### config.mk
export PLATFORM = sky130hd
export DESIGN_NAME = mem_wb_sender
export DESIGN_NICKNAME = d
export VERILOG_FILES = /design/src/rtl/mem_wb_sender.sv
export SDC_FILE = /design/constraint.sdc
export NUM_CORES = 1
export LEC_CHECK = 0
export ABC_AREA = 1
export CAP_MARGIN = 20
export CORE_MARGIN = 2
export CORE_UTILIZATION = 48
export CTS_BUF_LIST = sky130_fd_sc_hd__clkbuf_4
export CTS_CLUSTER_DIAMETER = 30
export CTS_CLUSTER_SIZE = 12
export DETAILED_ROUTE_END_ITERATION = 6
export GPL_ROUTABILITY_DRIVEN = 0
export GPL_TIMING_DRIVEN = 0
export PLACE_DENSITY = 0.83
export SETUP_SLACK_MARGIN = 0.15
export SLEW_MARGIN = 25
export SYNTH_ARGS = -nofsm -noshare
export SYNTH_HDL_FRONTEND = slang
export SYNTH_SLANG_ARGS = --single-unit
### constraint.sdc
create_clock -name clk -period 5.2 [get_ports clk]
set_clock_uncertainty 0.15 [all_clocks]
set_input_delay 1.3 -clock clk [delete_from_list [all_inputs] [get_ports clk]]
set_output_delay 1.3 -clock clk [all_outputs]
set_load 0.1 [all_outputs]
### src/rtl/mem_wb_sender.sv
// mem_wb_sender: MEM stage holding one EXE instruction, waiting for its data response,
// formatting load results and dropping responses still owed to flushed requests.
module mem_wb_sender (
    input  logic        clk,
    input  logic        reset,
    input  logic        exe_valid,
    output logic        mem_allowin,
    input  logic [75:0] exe_bus,
    input  logic        data_data_ok,
    input  logic [31:0] data_rdata,
    input  logic        wb_allowin,
    output logic        mem_to_wb_valid,
    output logic [70:0] mem_to_wb_bus,
    input  logic        exec_flush,
    output logic [38:0] mem_fwd_bus
);
    logic        mem_valid_q;
    logic        data_got_q;
    logic [75:0] bus_q;
    logic [31:0] rdata_buf_q;
    logic [1:0]  discard_cnt_q;
    logic [1:0]  discard_cnt_d;
    logic        ex, gr_we, is_load, req_sent;
    logic [31:0] pc, result;
    logic [4:0]  dest;
    logic [2:0]  ld_op;
    logic        drop, capture, got, mem_ready_go, accept;
    logic [31:0] word, load_res, final_result;
    logic [7:0]  b;
    logic [15:0] h;
    logic [2:0]  cnt_sum;

    assign {ex, pc, gr_we, dest, result, is_load, ld_op, req_sent} = bus_q;

    // Any response arriving while debts are outstanding belongs to a flushed request.
    assign drop         = data_data_ok & (discard_cnt_q != 2'd0);
    assign capture      = data_data_ok & ~drop & mem_valid_q & req_sent & ~data_got_q;
    assign got          = data_got_q | capture;
    assign mem_ready_go = ~(req_sent & ~ex & ~got);
    assign mem_allowin  = ~mem_valid_q | (mem_ready_go & wb_allowin);
    assign mem_to_wb_valid = mem_valid_q & mem_ready_go;
    assign accept       = mem_allowin & exe_valid;

    assign word = data_got_q ? rdata_buf_q : data_rdata;
    assign b    = result[1] ? (result[0] ? word[31:24] : word[23:16])
                            : (result[0] ? word[15:8]  : word[7:0]);
    assign h    = result[1] ? word[31:16] : word[15:0];

    always_comb begin
        load_res = word;
        case (ld_op)
            3'b001:  load_res = {{24{b[7]}}, b};
            3'b011:  load_res = {24'd0, b};
            3'b010:  load_res = {{16{h[15]}}, h};
            3'b100:  load_res = {16'd0, h};
            default: load_res = word;
        endcase
    end

    assign final_result  = is_load ? load_res : result;
    assign mem_to_wb_bus = {ex, pc, gr_we, dest, final_result};
    assign mem_fwd_bus   = {mem_valid_q & gr_we, dest, final_result,
                            mem_valid_q & is_load & ~mem_ready_go};

    // A response captured in the flush cycle is no longer owed, hence ~got rather than ~data_got_q.
    assign cnt_sum = {1'b0, discard_cnt_q}
                   + (exec_flush ? 3'(mem_valid_q & req_sent & ~got) + 3'(exe_valid & exe_bus[0]) : 3'd0)
                   - {2'b00, drop};
    assign discard_cnt_d = (cnt_sum > 3'd3) ? 2'd3 : cnt_sum[1:0];

    always_ff @(posedge clk or posedge reset) begin
        if (reset) begin
            mem_valid_q   <= 1'b0;
            data_got_q    <= 1'b0;
            bus_q         <= '0;
            rdata_buf_q   <= '0;
            discard_cnt_q <= '0;
        end else begin
            mem_valid_q   <= exec_flush ? 1'b0 : (mem_allowin ? exe_valid : mem_valid_q);
            discard_cnt_q <= discard_cnt_d;
            if (accept) bus_q <= exe_bus;
            if (capture) rdata_buf_q <= data_rdata;
            if (exec_flush | accept) data_got_q <= 1'b0;
            else if (capture) data_got_q <= 1'b1;
        end
    end
endmodule
==> results of run 1 <==
## metal layers
layer | vias up | routed length, um | track usage
met1 | 3310 | 8340 | 0.336
met3 | 62 | 2490 | 0.105
met2 | 350 | 10600 | 0.481
met4 | 0 | 706 | 0.0965
met5 | - | 0 | 0
li1 | 3477 | - | -
## power by group through the flow
| stage | registers, mW | clock network, mW | logic, mW |
|---|---|---|---|
| global placement | 1.17 | 0 | 2.62 |
| global route | 1.18 | 0.510 | 2.71 |
| detailed placement | 1.18 | 0 | 2.66 |
| finish | 1.16 | 0.472 | 2.59 |
| floorplan | 1.14 | 0 | 2.06 |
| CTS | 1.16 | 0.480 | 2.61 |
## cell families after synthesis
| family | count (synthesis) |
|---|---|
| buf+inv | 179 |
| flops | 112 |
| fa+ha+maj | 5 |
| compound gates | 12 |
| xor+xnor | 1 |
| mux | 32 |
| simple gates | 630 |
## flip-flops by register name, summed over array words and instances (netlist names)
name and count:
data_got_q 1, bus_q 76, mem_valid_q 1, discard_cnt_q 2, rdata_buf_q 32
## critical path, delay by kind of cell
kind | cells | cell delay (ns)
buf+inv | 3 | 1.45
simple gates | 8 | 0.75
## metrics by stage
stage          std cells  area, sq um  total power [mW]  hold WS (ns)  setup WS, ns
6_report            1396         9560              4.22         0.335         0.236
5_1_grt             1396         9560              4.40         0.364         0.151
3_5_place_dp        1380         9510              3.83         0.301        -0.381
4_1_cts             1396         9690              4.25         0.340         0.156
2_1_floorplan        971         7010              3.20         0.284         0.559
3_3_place_gp        1379         9480              3.79         0.295        -0.881
## path summary, 6_finish.rpt
path | end | cells past startpoint | startpoint
max in group asynchronous | rdata_buf_q[12] | 3 | reset
setup / recovery | mem_to_wb_bus[3] | 11 | data_rdata[19]
hold / removal | bus_q[28] | 2 | bus_q[28]
setup reg to reg | discard_cnt_q[0] | 15 | data_got_q
min in group asynchronous | bus_q[55] | 2 | reset
hold reg to reg | bus_q[28] | 2 | bus_q[28]
## cells in the final DEF (no fill, tap or decap), types with 3 or more instances in the layout
cell type / count
a21oi_1: 5
a21oi_2: 6
and2_1: 16
buf_1: 4
buf_2: 44
buf_4: 78
clkbuf_1: 27
clkbuf_2: 7
clkbuf_4: 10
clkdlybuf4s15_2: 19
clkdlybuf4s18_2: 3
clkdlybuf4s50_1: 159
dfrtp_1: 112
dlygate4sd2_1: 9
dlymetal6s2s_1: 5
ha_1: 4
inv_1: 42
inv_6: 3
mux2_2: 32
nand2_1: 339
nand3_1: 187
nor2_1: 68
or2_2: 16
## layout make-up
cell class | instances | area [sq um]
inverters | 46 | 178
multi-input cells | 680 | 3210
plain buffers | 133 | 820
well taps | 184 | 230
flip-flops and latches | 112 | 2800
fillers | 1290 | 4810
repair buffers | 225 | 2160
clock inverters | 6 | 76.3
clock buffers | 10 | 75.1
==> results.txt, run 1 <==
Critical Path Max Stage Delay: 0.82 ns
Share of post-route cells with drive strength above 1: 0.187
Switching pwr: 2.33 mW
Seq/Total Area, Yosys: 0.401
Comb power frac: 0.613
Post-synth top area share: 0.401
Synth top area cells: dfrtp_1 (40%), nand2_1 (18%), nand3_1 (13%)
Startpoint types: input pin
DR WL/cell: 15.9 um
Post-Synth Adder-Cell Area: 0.0100
Synth cell types: 22
Hold crit path type: reg -> reg
Clock sink total: 112
Power per Cell Area: 441 nW/um^2
FFs w/ async S/R, synth: 1.00
Area fraction in compound gates after synthesis: 0.00860
First-pass GRT wire length: 35,200 um
Post-Syn Nets: 1,090
Worst-margin pin slew: 1.05 ns
Post-Syn Instances: 971
Vias per cell: 5.16
Slew HR: 0.299
Global route overflow: 0
Die H: 125 um
Crit path max fanout: 3
Final hold vios: 0
RSZ-0062 raised after global routing: no
Clock network power share: 0.112
Tcrit/Tclk final: 0.955
Int Pwr: 1.89 mW
Core area: 14,400 sq um
Top cell type by total area after synthesis: dfrtp_1
Drt drc: 0
Detailed Route Iter0 Violations: 598
Most frequent cell after synthesis: nand2_1
Count of pins over their slew limit: 0
FF+latch count, synth: 112
Max Fclk: 0.201 GHz
Die area: 15,500 sq um
Avg Cell Area, Syn: 7.19 sq um
Drt first pass iters: 6
CTS Hold Bufs: 0
Critical-path cell list: clkdlybuf4s50_1 > nand2_1 > nand3_1 > nand3_1 > nand2_1 > nand2_1 > nand2_1 > nand2_1 > nand2_1 > buf_4 > clkdlybuf4s15_1
Simple-Gate Fraction of Synth Area: 0.385
Post-synthesis cell area: 6980 sq um
Post-CTS sizing: 145
Main synth FF type: dfrtp_1
Drt total wl: 22,200 um
Critical Path End Type: primary output
Switch share: 0.551
Pin count of the biggest net entering global routing: 73
Worst-Skew Late Latency: 0.50 ns
Post-DP HPWL: 17,300 um
Vias in the first global route: 7,117
WP data required: 3.75 ns
Initial antenna violation count: 0
Total CTS buffers: 9
YS warnings: 0
# diodes: 0
Clock Pin Slew Worst Setup and Hold Paths: 0.16 ns
Main combinational cell family by area after synthesis: simple AND/OR/NAND/NOR gates
Post-synth EDFFs: 0
# rows: 44
Gr usage total: 0.285
Fin util: 0.665
Register share of total power: 0.275
Fin nets: 1,326
Max-cap violations: 0
CTS tree: done
H-tree depth: 3
Die Width: 125 um
XOR/XNOR Fraction of Synth Area: 0.00125
Most used cell, CP: nand2_1
I/O Buffers: 224
Post-CTS Setup Bufs: 0
I/O pin total: 226
Post-DRT Antenna Nets: 0
P&R area growth vs syn: 36.9%
P_leak: 5.04 nW
Vias post-DR: 7,199
Status: finished, final reports clean
Max IR drop VDD: 0.353 mV
Critical Path Slowest Stage Cell: clkdlybuf4s15_1
Fin crit period: 4.96 ns
Setup Viol. Count Final: 0
CTS root buffer: clkbuf_4
Clk buf depth: 2
Post-synthesis mux area share: 0.0516
Setup CP Type: in -> out
Starting density of the core: 0.486
Commonest cells in the netlist: nand2_1 (339), nand3_1 (187), dfrtp_1 (112), buf_4 (77), nor2_1 (68)
Setup TNS: 0 ns
R2R setup slack: 2.13 ns
Crit path arrival time: 3.51 ns
Note: power is estimated with default switching activity, not from simulation.
==> run 2, diff against run 1 <==
Settings changed: CELL_PAD_IN_SITES_DETAIL_PLACEMENT from default to 0, CELL_PAD_IN_SITES_GLOBAL_PLACEMENT from default to 2, CORE_UTILIZATION 48 to 36, CTS_CLUSTER_DIAMETER 30 to 60, DONT_BUFFER_PORTS from default to 1, PLACE_DENSITY 0.83 to default, PLACE_DENSITY_LB_ADDON from default to 0.1.
==> run 2 against run 1 <==
  * Sequential cell count unchanged
  * Register-to-register slack lost 0.04 ns
  * Via count decreased by 16%
  * Largest cell class unchanged
  * Critical path depth is 2 lower
  * Total power fell by 8.1%
  * Utilization is 26 points lower
  * Combinational power fell by 12%
  * Non-clock buffer count decreased by 224
  * First-iteration DRC count is 45% lower
  * Count of clock-buffer cells in the layout shrank 1
  * Maximum frequency up 2.1%
==> results.txt, run 2 (synthesized netlist as in run 1, its figures left out) <==
Non-Filler Instances: 1,248 (-11%)
Worst hold margin: 0.333 ns (-0.00131 ns)
Die area: 20,500 sq um (+32%)
WP data required: 3.75 ns (about the same)
Max-cap violations: 0 (unchanged)
Vias in the first global route: 6,054 (-15%)
Max FFs per register: 76 (unchanged)
Critical Path Slowest Stage Cell: a21oi_4
Worst-Skew Late Latency: 0.51 ns (about the same)
Initial antenna violation count: 1 (+1)
Worst-margin pin slew: 1.03 ns (-0.0138 ns)
Critical Path Max Stage Delay: 0.62 ns (-0.20 ns)
Startpoint types: flip-flop
Hold crit path type: reg -> reg
I/O Buffers: 0 (-100%)
Clock Pin Slew Worst Setup and Hold Paths: 0.18 ns (+0.02 ns)
I/O pin total: 226 (unchanged)
Design Power: 3.88 mW (-8.1%)
P&R area growth vs syn: 8.51%
Clock sink total: 112 (unchanged)
Inst Count DP: 1,232 (-11%)
Drt drc: 0 (unchanged)
# rows: 50 (+14%)
First-pass GRT wire length: 34,200 um (-2.9%)
Fin util: 0.401 (-0.264)
Clk buf depth: 2 (unchanged)
CTS root buffer: clkbuf_4
Tcrit/Tclk final: 0.935 (-0.0194)
Max Fclk: 0.206 GHz (+2.1%)
Post-placement worst setup slack: 0.183 ns (+0.564 ns)
Setup TNS: 0 ns (unchanged)
Count of pins over their slew limit: 0 (unchanged)
Fin area: 7580 sq um (-21%)
P_leak: 4.09 nW (-19%)
Critical Path End Type: primary output
Global route overflow: 0 (unchanged)
Slew HR: 0.308 (+0.00917)
Power per Cell Area: 512 nW/um^2 (+16%)
Most common cell after layout, fill and taps aside: nand2_1
Starting density of the core: 0.370 (-0.116)
Crit path max fanout: 10 (+7)
Status: finished, final reports clean
Vias post-DR: 6,070 (-16%)
Detailed Route Iter0 Violations: 331 (-45%)
Setup Viol. Count Final: 0 (unchanged)
Drt total wl: 22,500 um (+1.7%)
Max IR drop VDD: 0.212 mV (-40%)
Fin nets: 1,102 (-17%)
Dpl cell area: 7420 sq um (-22%)
Die Width: 143 um (+15%)
R2R setup slack: 2.09 ns (-0.04 ns)
RSZ-0062 raised after global routing: no
Die H: 143 um (+15%)
Drt first pass iters: 5 (-1)
Final hold vios: 0 (unchanged)
Most frequent cells in the layout: nand2_1 (329), nand3_1 (187), dfrtp_1 (112)
Largest register by flop count: bus_q
Setup WS post-layout: 0.337 ns (+0.101 ns)
Pin count of the biggest net entering global routing: 72 (-1.4%)
DR WL/cell: 18.1 um (+14%)
H-tree depth: 3 (unchanged)
Crit path arrival time: 3.41 ns (-0.10 ns)
Largest registers: bus_q x76, rdata_buf_q x32, discard_cnt_q x2
Core area: 18,900 sq um (+31%)
Post-DP HPWL: 17,300 um (+0.14%)
Setup CP Type: reg -> out
CTS tree: done
Post-CTS Setup Bufs: 0 (unchanged)
Critical-path cell list: inv_1 > nand3_1 > nand2_1 > clkbuf_1 > inv_1 > nor2_1 > nor2_1 > a21oi_4 > buf_4
Post-DRT Antenna Nets: 0 (unchanged)
Gr usage total: 0.223 (-0.0622)
Vias per cell: 4.86 (-5.7%)
Total CTS buffers: 9 (unchanged)
Fin crit period: 4.86 ns (-0.101 ns)
Share of post-route cells with drive strength above 1: 0.189 (+0.00217)
-- run 2: area by class of cell --
cell class / instances / area (sq um)
repair buffers: 1 / 27.5
fillers: 2157 / 11300
plain buffers: 133 / 820
inverters: 46 / 180
flip-flops and latches: 112 / 2800
well taps: 260 / 325
clock inverters: 6 / 60.1
diodes: 1 / 2.50
multi-input cells: 680 / 3290
clock buffers: 9 / 67.6
-- run 2: per-layer routing --
layer  share of wire  up-vias  track usage
met4          0.0079        0       0.0335
met2            0.48      178        0.375
met1            0.44     2865        0.291
met5               0        -            0
li1                -     3019            -
met3           0.075        8       0.0630
-- run 2: worst max-delay path, delay by kind of cell (launching register included) --
family,cells,cell delay [ns]
buffers and inverters,4,1.17
AOI/OAI and AO/OA,1,0.62
DFF,1,0.44
and+or+nand+nor,4,0.67
-- run 2: path summary, 6_finish.rpt --
check | to | from | depth (start not counted)
max | mem_to_wb_bus[7] | bus_q[3] | 9
min in group asynchronous | bus_q[60] | reset | 1
max in group asynchronous | bus_q[22] | reset | 2
min | bus_q[22] | bus_q[22] | 2
max reg2reg | discard_cnt_q[1] | data_got_q | 15
min reg2reg | bus_q[22] | bus_q[22] | 2
-- run 2: timing repair --
action	in CTS	in global routing
endpoints found under the setup margin	8	2
cloned	0	0
hold buffers	0	0
gates resized for setup	8	2
-- run 2: report_power, final --
group / total (mW) / switching [mW] / internal (mW)
sequential: 1.16 / 0.103 / 1.05
combinational: 2.27 / 1.85 / 0.420
clock: 0.451 / 0.341 / 0.110
total: 3.88 / 2.29 / 1.58
